$ cat src/rtl/uart_tx_arbiter.sv
// -----------------------------------------------------------------------------
// uart_tx_arbiter
//
// Shares one UART transmitter core between NUM_REQ on-chip producers.
// A round-robin arbiter picks one pending requester while the arbiter is idle
// and the core is free. The winner's word is captured into tx_data and the
// core's start handshake is run: a one-cycle write strobe, release of the
// strobe, then a wait for the frame to finish. tx_data is held constant from
// the strobe until the core drops tx_busy, because the core samples the word
// only at its start bit.
//
// Ports:
//   clk          system clock
//   rst          asynchronous, active-high reset
//   req_valid    per-requester request, held with its data until req_ready
//   req_data     packed request words, requester i at [i*DATA_W +: DATA_W]
//   req_ready    one-hot, one-cycle accept pulse to the granted requester
//   tx_data      word driven to the UART core
//   tx_wr_en     one-cycle write strobe to the UART core
//   tx_busy      UART core busy indication
//   grant_id     index of the current (or last) granted requester
//   active       high whenever the arbiter is not idle
//   timeout_err  one-cycle pulse when the core never acknowledged a strobe
// -----------------------------------------------------------------------------
module uart_tx_arbiter #(
    parameter int NUM_REQ       = 4,
    parameter int DATA_W        = 16,
    parameter int START_TIMEOUT = 1024
) (
    input  logic                       clk,
    input  logic                       rst,
    input  logic [NUM_REQ-1:0]         req_valid,
    input  logic [NUM_REQ*DATA_W-1:0]  req_data,
    output logic [NUM_REQ-1:0]         req_ready,
    output logic [DATA_W-1:0]          tx_data,
    output logic                       tx_wr_en,
    input  logic                       tx_busy,
    output logic [$clog2(NUM_REQ)-1:0] grant_id,
    output logic                       active,
    output logic                       timeout_err
);

    localparam int ID_W  = $clog2(NUM_REQ);
    localparam int CNT_W = $clog2(START_TIMEOUT + 1);

    localparam logic [1:0] ST_IDLE    = 2'd0;
    localparam logic [1:0] ST_STROBE  = 2'd1;
    localparam logic [1:0] ST_RELEASE = 2'd2;
    localparam logic [1:0] ST_DRAIN   = 2'd3;

    logic [1:0]         state;
    logic [ID_W-1:0]    last_q;       // last granted requester; search starts after it
    logic [CNT_W-1:0]   timeout_cnt;  // RELEASE cycles spent waiting for tx_busy

    logic               grant_hit;
    logic [ID_W-1:0]    grant_idx;
    logic [ID_W-1:0]    cand_idx;
    logic [NUM_REQ-1:0] grant_onehot;
    logic [DATA_W-1:0]  grant_word;

    // Round-robin search: last+1, last+2, ... wrapping modulo NUM_REQ.
    // The first asserted request in that order wins.
    always_comb begin
        // NOTE: every signal written here gets a default first, so no path
        // leaves it unassigned and no latch is inferred.
        grant_hit = 1'b0;
        grant_idx = '0;
        cand_idx  = '0;
        for (int off = 1; off <= NUM_REQ; off++) begin
            cand_idx = ID_W'((int'(last_q) + off) % NUM_REQ);
            if (!grant_hit && req_valid[cand_idx]) begin
                grant_hit = 1'b1;
                grant_idx = cand_idx;
            end
        end
    end

    // Decode the winner into its ready bit and its data slice.
    always_comb begin
        grant_onehot = '0;
        grant_word   = '0;
        for (int i = 0; i < NUM_REQ; i++) begin
            if (grant_idx == ID_W'(i)) begin
                grant_onehot[i] = 1'b1;
                grant_word      = req_data[i*DATA_W +: DATA_W];
            end
        end
    end

    // req_ready, tx_wr_en and timeout_err are single-cycle pulses: they
    // default low every cycle and are raised only on the edge that
    // starts the pulse.
    always_ff @(posedge clk or posedge rst) begin
        if (rst) begin
            state       <= ST_IDLE;
            last_q      <= ID_W'(NUM_REQ - 1);  // requester 0 wins first
            timeout_cnt <= '0;
            req_ready   <= '0;
            tx_data     <= '0;
            tx_wr_en    <= 1'b0;
            grant_id    <= '0;
            timeout_err <= 1'b0;
        end else begin
            // NOTE: state is updated with non-blocking assignments so every
            // register samples the pre-edge values, independent of the
            // order of statements in this block.
            req_ready   <= '0;
            tx_wr_en    <= 1'b0;
            timeout_err <= 1'b0;

            case (state)
                ST_IDLE: begin
                    // The core may be in use by another master; do not
                    // grant until it is free.
                    if (grant_hit && !tx_busy) begin
                        tx_data   <= grant_word;
                        grant_id  <= grant_idx;
                        last_q    <= grant_idx;
                        req_ready <= grant_onehot;
                        tx_wr_en  <= 1'b1;  // strobe coincides with req_ready
                        state     <= ST_STROBE;
                    end
                end

                ST_STROBE: begin
                    timeout_cnt <= '0;
                    state       <= ST_RELEASE;
                end

                ST_RELEASE: begin
                    if (tx_busy) begin
                        state <= ST_DRAIN;
                    end else if (timeout_cnt == CNT_W'(START_TIMEOUT - 1)) begin
                        // Core never started: drop the word, no retry.
                        timeout_err <= 1'b1;
                        state       <= ST_IDLE;
                    end else begin
                        timeout_cnt <= timeout_cnt + 1'b1;
                    end
                end

                ST_DRAIN: begin
                    if (!tx_busy) begin
                        state <= ST_IDLE;
                    end
                end

                default: state <= ST_IDLE;
            endcase
        end
    end

    assign active = (state != ST_IDLE);

endmodule

$ cat config.mk
export PLATFORM = sky130hd
export DESIGN_NAME = uart_tx_arbiter
export DESIGN_NICKNAME = d
export VERILOG_FILES = /design/src/rtl/uart_tx_arbiter.sv
export SDC_FILE = /design/constraint.sdc
export NUM_CORES = 1
export LEC_CHECK = 0
export CAP_MARGIN = 20
export CORE_ASPECT_RATIO = 1.5
export CORE_MARGIN = 1.5
export CORE_UTILIZATION = 42
export CTS_CLUSTER_DIAMETER = 100
export DETAILED_ROUTE_END_ITERATION = 12
export PLACE_DENSITY = 0.8
export SYNTH_ARGS = -nofsm -noshare
export SYNTH_HDL_FRONTEND = slang
export SYNTH_SLANG_ARGS = --single-unit
$ cat constraint.sdc
create_clock -name clk -period 1.9 [get_ports clk]
set_input_delay 0.38 -clock clk [delete_from_list [all_inputs] [get_ports clk]]
set_output_delay 0.38 -clock clk [all_outputs]
set_load 0.1 [all_outputs]
# After elaboration in Yosys (flattened, before gate mapping)
# Index checks and enable logic that the tools add are counted.
# W data, S select, Z words.
[classes]
eq_ne = 12
n_mux = 39
shift = 0
n_div = 0
reduce_logical = 15
n_addsub = 5
multipliers = 0
bitwise_logic = 0
order_cmp = 4
[op_table]
columns = ["op", "n"]
rows = [
  ["$mux W16", 4],
  ["$mux W11", 2],
  ["$pmux W11 S2", 1],
  ["$mux W1", 17],
  ["$mux W2", 8],
  ["$lt A2 B3 Y1 const B", 4],
  ["$add A11 B1 Y11 const B", 1],
  ["$eq A11 B10 Y1 const B", 1],
  ["$bmux W1 S2", 4],
  ["$eq A2 B2 Y1 const B", 4],
  ["$mux W4", 2],
  ["$ne A2 B2 Y1 const B", 4],
  ["$pmux W2 S4", 1],
  ["$reduce_and A3 Y1", 2],
  ["$add A2 B1 Y2 const B", 2],
  ["$add A2 B2 Y2 const B", 2],
  ["$eq A2 B1 Y1 const B", 2],
  ["$logic_and A1 B1 Y1", 4],
  ["$logic_not A1 Y1", 4],
  ["$logic_not A2 Y1", 2],
  ["$reduce_bool A2 Y1", 2],
  ["$ne A3 B3 Y1 const B", 1],
  ["$reduce_and A2 Y1", 1],
]
[word_totals]
register_bits = 39
latchBits = 0
romBits = 0
mem_count = 0
output_inout_bits = 25
input_bits = 71
wordCells = 83
ram_bits = 0

# Longest topological paths before layout
[depth]
ltp_word = 18
ltp_mapped = 7
ltp_nobuf = 6

# Worst setup path after synthesis
# No wires, ideal clock.
[synth_path]
path_kind = "register -> register"
start = "register last_q[0]"
end = "register tx_data[0]"
path_slack_ns = 0.169
path_stages_with_launch = 7
t_arrival_ns = 1.597
t_required_ns = 1.766
synth_period_minus_slack_ns = 1.731
path_buffers = 2
setup_ns = 0.134
cell_sequence = "dfstp_2 > and2b_1 > a221oi_2 > buf_6 > buf_12 > mux2i_1 > a22oi_2"
[synth_via]
elab_chain_len = 18
word_cells_on_any_way = 36
classes_between = "add/sub: 4; eq/ne: 3; mux: 20; reduce/logical: 9"
[synth_lines]
columns = ["element", "line", "source"]
rows = [
  ["start, declared", "52", "logic [ID_W-1:0] last_q;"],
  ["start signal, assigned", "96", "last_q <= ID_W'(NUM_REQ - 1);"],
  ["start signal, assigned", "118", "last_q <= grant_idx;"],
  ["$add A2 B1 Y2", "70", "cand_idx = ID_W'((int'(last_q) + off) % NUM_REQ);"],
  ["$bmux W1 S2", "71", "if (!grant_hit && req_valid[cand_idx]) begin"],
  ["$mux W1 (not written as such)", "71", ""],
  ["$mux W1", "71", ""],
  ["$logic_not A1 Y1", "71", ""],
  ["$logic_and A1 B1 Y1", "71", ""],
  ["$mux W1", "71", ""],
  ["$logic_not A1 Y1", "71", ""],
  ["$logic_and A1 B1 Y1", "71", ""],
  ["$mux W1", "71", ""],
  ["$logic_not A1 Y1", "71", ""],
  ["$logic_and A1 B1 Y1", "71", ""],
  ["$mux W2", "71", ""],
  ["$logic_not A2 Y1", "83", "if (grant_idx == ID_W'(i)) begin"],
  ["$mux W16 (4 in a row)", "83", ""],
  ["end signal, assigned", "116", "tx_data <= grant_word;"],
  ["end, declared", "35", "output logic [DATA_W-1:0] tx_data,"],
]
# Several ways; a longest one is shown, not always the timed one. The select of a mux whose other input is x is not followed.
# A chain may end at the register's enable or synchronous reset.

# Final worst setup path
[layout_path]
start = "register last_q[0]"
end = "register tx_data[9]"
# The elaborated chain is that of the path after synthesis.

==> metrics.cfg <==
[timing]
hold_viol_final=0
slew_violations=0
fin_tns_setup_ns=0
fin_crit_sh_pct=98.21
rsz0062_at_grt=yes
relSlewSlack_pct=70.27
setup_violations=0
min_period_ns=1.866
fin_ws_ns=0.03400
tightest_slew_ns=0.4451
fin_worst_skew_ns=0.01020
timing.fmax_mhz=535.9

[worst_setup_path]
path_class=flop to flop
cp_data_required_time_ns=2.08
ff2ff_setup_slack_ns=0.03
r2r-end=tx_data[9]
r2r_cells=5
r2r_start=last_q[0]
crit_arrival_ns=2.05
cpLargestDelayFamily=flip-flops
critical-path-slowest-cell=dfstp_2
cpPeakStageDelay_ns=0.57
cp_max_fo=6
critPathBufInv=1
worstSetupEndpointType=flop
crit_path_start_kind=flop
cp_cell_sequence=and2b_1 -> a221oi_4 -> clkbuf_16 -> mux2i_1 -> a22oi_2

[grt]
antenna_found_initial=0
grt_pass1_vias=2164
grt_usage_pct=23.96
grt_start_max_net_pins=40
grt_pass1_wl_mm=10.03
overflow=0

[cts]
cts_made_buffers=5
clkLatencyLatePin_ns=0.30
cts_max_level=2
clock_path_buffers=2
root_buffer=clkbuf_8
cts_hold_buffers=0
cts_sinks=39
tritoncts=yes
clk_pin_slew_ns=0.08

[placed_design]
portBuffers=95
place.gp.congestion=0.8553
place_hpwl_mm=4.841
dp_slack_ns=-0.2913

[routing]
antenna_left=0
viasPerCell=5.371
dr.pass1.iters=6
vias=2116
wl_mm=6.362
wl_per_cell_um=16.15
drt_iter0_markers=111
drc_errors=0

[cells_and_area]
final_common_cell=clkdlybuf4s50_1
nets=397
nFillCells=398
multi_input_area_um2=1136
final_cell_mix=clkdlybuf4s50_1, buf_4, dfrtp_1
drive_gt1_share_pct=24.23
diodes=0
seqCellArea_um2=978.4
area_delta_synth_final_pct=61.90

[power_and_ir_drop]
power.share.clock_pct=12.2
power.leakage_nw=1.636
power.share.combinational_pct=64.1
p_seq_share_pct=23.7
power.switching_mw=3.029
switching_share_pct=52.71
p_total_mw=5.746
cellPowerDensity_nw_per_um2=1623
ir_drop_mv=1.178
power.internal_mw=2.717

[logic_synthesis]
synth_flop_cell=dfrtp_1
synth_seq_cells=39
synth_nets=281
synth_edf_count=0
syn_area_per_cell_um2=10.46
yosysWarnings=0
synth_seq_area_share_pct=44.74
async_flop_share_pct=100.0
synth.distinct_cells=48
syn_inst=209
syn_area_um2=2187

[run_status]
status=finished clean

[floorplan]
dieWidth_um=61.92
dieArea_um2=5658
num_io_pins=96
dieHeight_um=91.38
std_cell_rows=32
core-area_um2=5085
initial_utilization_pct=43.01

[run]
max_cap_viol_count=0

[hold_path]
hold_path.class=primary input to asynchronous set/reset pin

[cells by family after synthesis]
kind of cell,count (synthesis),share of synthesized area [%]
flops,39,44.74
fa+ha+maj,1,0.5720
compound gates,50,22.03
xor+xnor,5,2.002
mux,19,8.696
buf+inv,16,4.576
simple gates,79,17.39
[state kept, by name, summed over array words and instances, names as in the netlist]
| register | flops |
|---|---|
| last_q | 2 |
| timeout_err | 1 |
| grant_id | 2 |
| tx_data | 16 |
| req_ready | 4 |
| tx_wr_en | 1 |
| state | 2 |
| timeout_cnt | 11 |
[worst register-to-register path: cells and delay by family, from the launching register on]
| family | cells | cell delay (ns) |
|---|---|---|
| compound gates | 2 | 0.50 |
| flops | 1 | 0.57 |
| buf+inv | 1 | 0.24 |
| mux | 1 | 0.21 |
| simple gates | 1 | 0.25 |
[synth_stat cells, drive strengths merged, types with 3 or more instances]
cell | count | area share, %
nor2 | 18 | 3.5
nand2b | 3 | 0.86
o221ai | 16 | 6.7
nand3 | 5 | 1.1
a22oi | 15 | 6.8
xnor2 | 4 | 1.6
nand2 | 35 | 6.0
nor3 | 4 | 0.92
buf | 6 | 2.9
inv | 6 | 1.0
and3 | 3 | 0.86
clkbuf | 4 | 0.69
mux2i | 19 | 8.7
dfrtp | 37 | 42
o21ai | 3 | 0.69
[repair_timing]
item / CTS / global route
gates resized for setup: 0 / 7
setup endpoints to repair: 0 / 5
buffers inserted: 0 / 1
[metal layers]
metal	routed length, µm	up-vias	GRT usage [%]	share of wire, %
li1	-	1008	-	-
met1	2271	1021	26.44	36
met2	3637	74	42.72	57
met3	290	13	5.271	4.6
met4	162	0	8.333	2.5
met5	0	-	0	0
[worst max-delay path by stage]
| stage | from | cells past startpoint | endpoint |
|---|---|---|---|
| finish | last_q[0] | 5 | tx_data[9] |
| global route | last_q[0] | 5 | tx_data[5] |
| CTS | req_valid[1] | 7 | tx_data[12] |
| detailed placement | req_valid[1] | 7 | tx_data[12] |
| global placement | req_valid[0] | 7 | tx_data[10] |
| floorplan | last_q[0] | 6 | tx_data[0] |
[layout make-up]
type	instances	area share (%)
clock inverters	3	1.237
multi-input cells	154	32.08
well taps	68	2.403
inverters	6	0.6360
flip-flops and latches	39	27.63
repair buffers	119	34.06
clock buffers	5	1.943
[power groups by stage]
stage	Combinational, mW	Clock [mW]	Sequential, mW
floorplan	1.12	0	2.79
global placement	3.54	0	1.38
detailed placement	3.59	0	1.39
CTS	3.60	0.715	1.37
global route	3.86	0.745	1.40
finish	3.68	0.701	1.36
[stage by stage]
stage	hold slack, ns	cells	area [µm²]	utilization, %
floorplan	0.4454	209	2187	-
global placement	0.4759	384	3372	66.31
detailed placement	0.4757	384	3372	66.31
CTS	0.4057	392	3485	68.53
global route	0.4450	394	3541	69.64
finish	0.4017	394	3541	69.64
(Power assumes the default switching activity.)
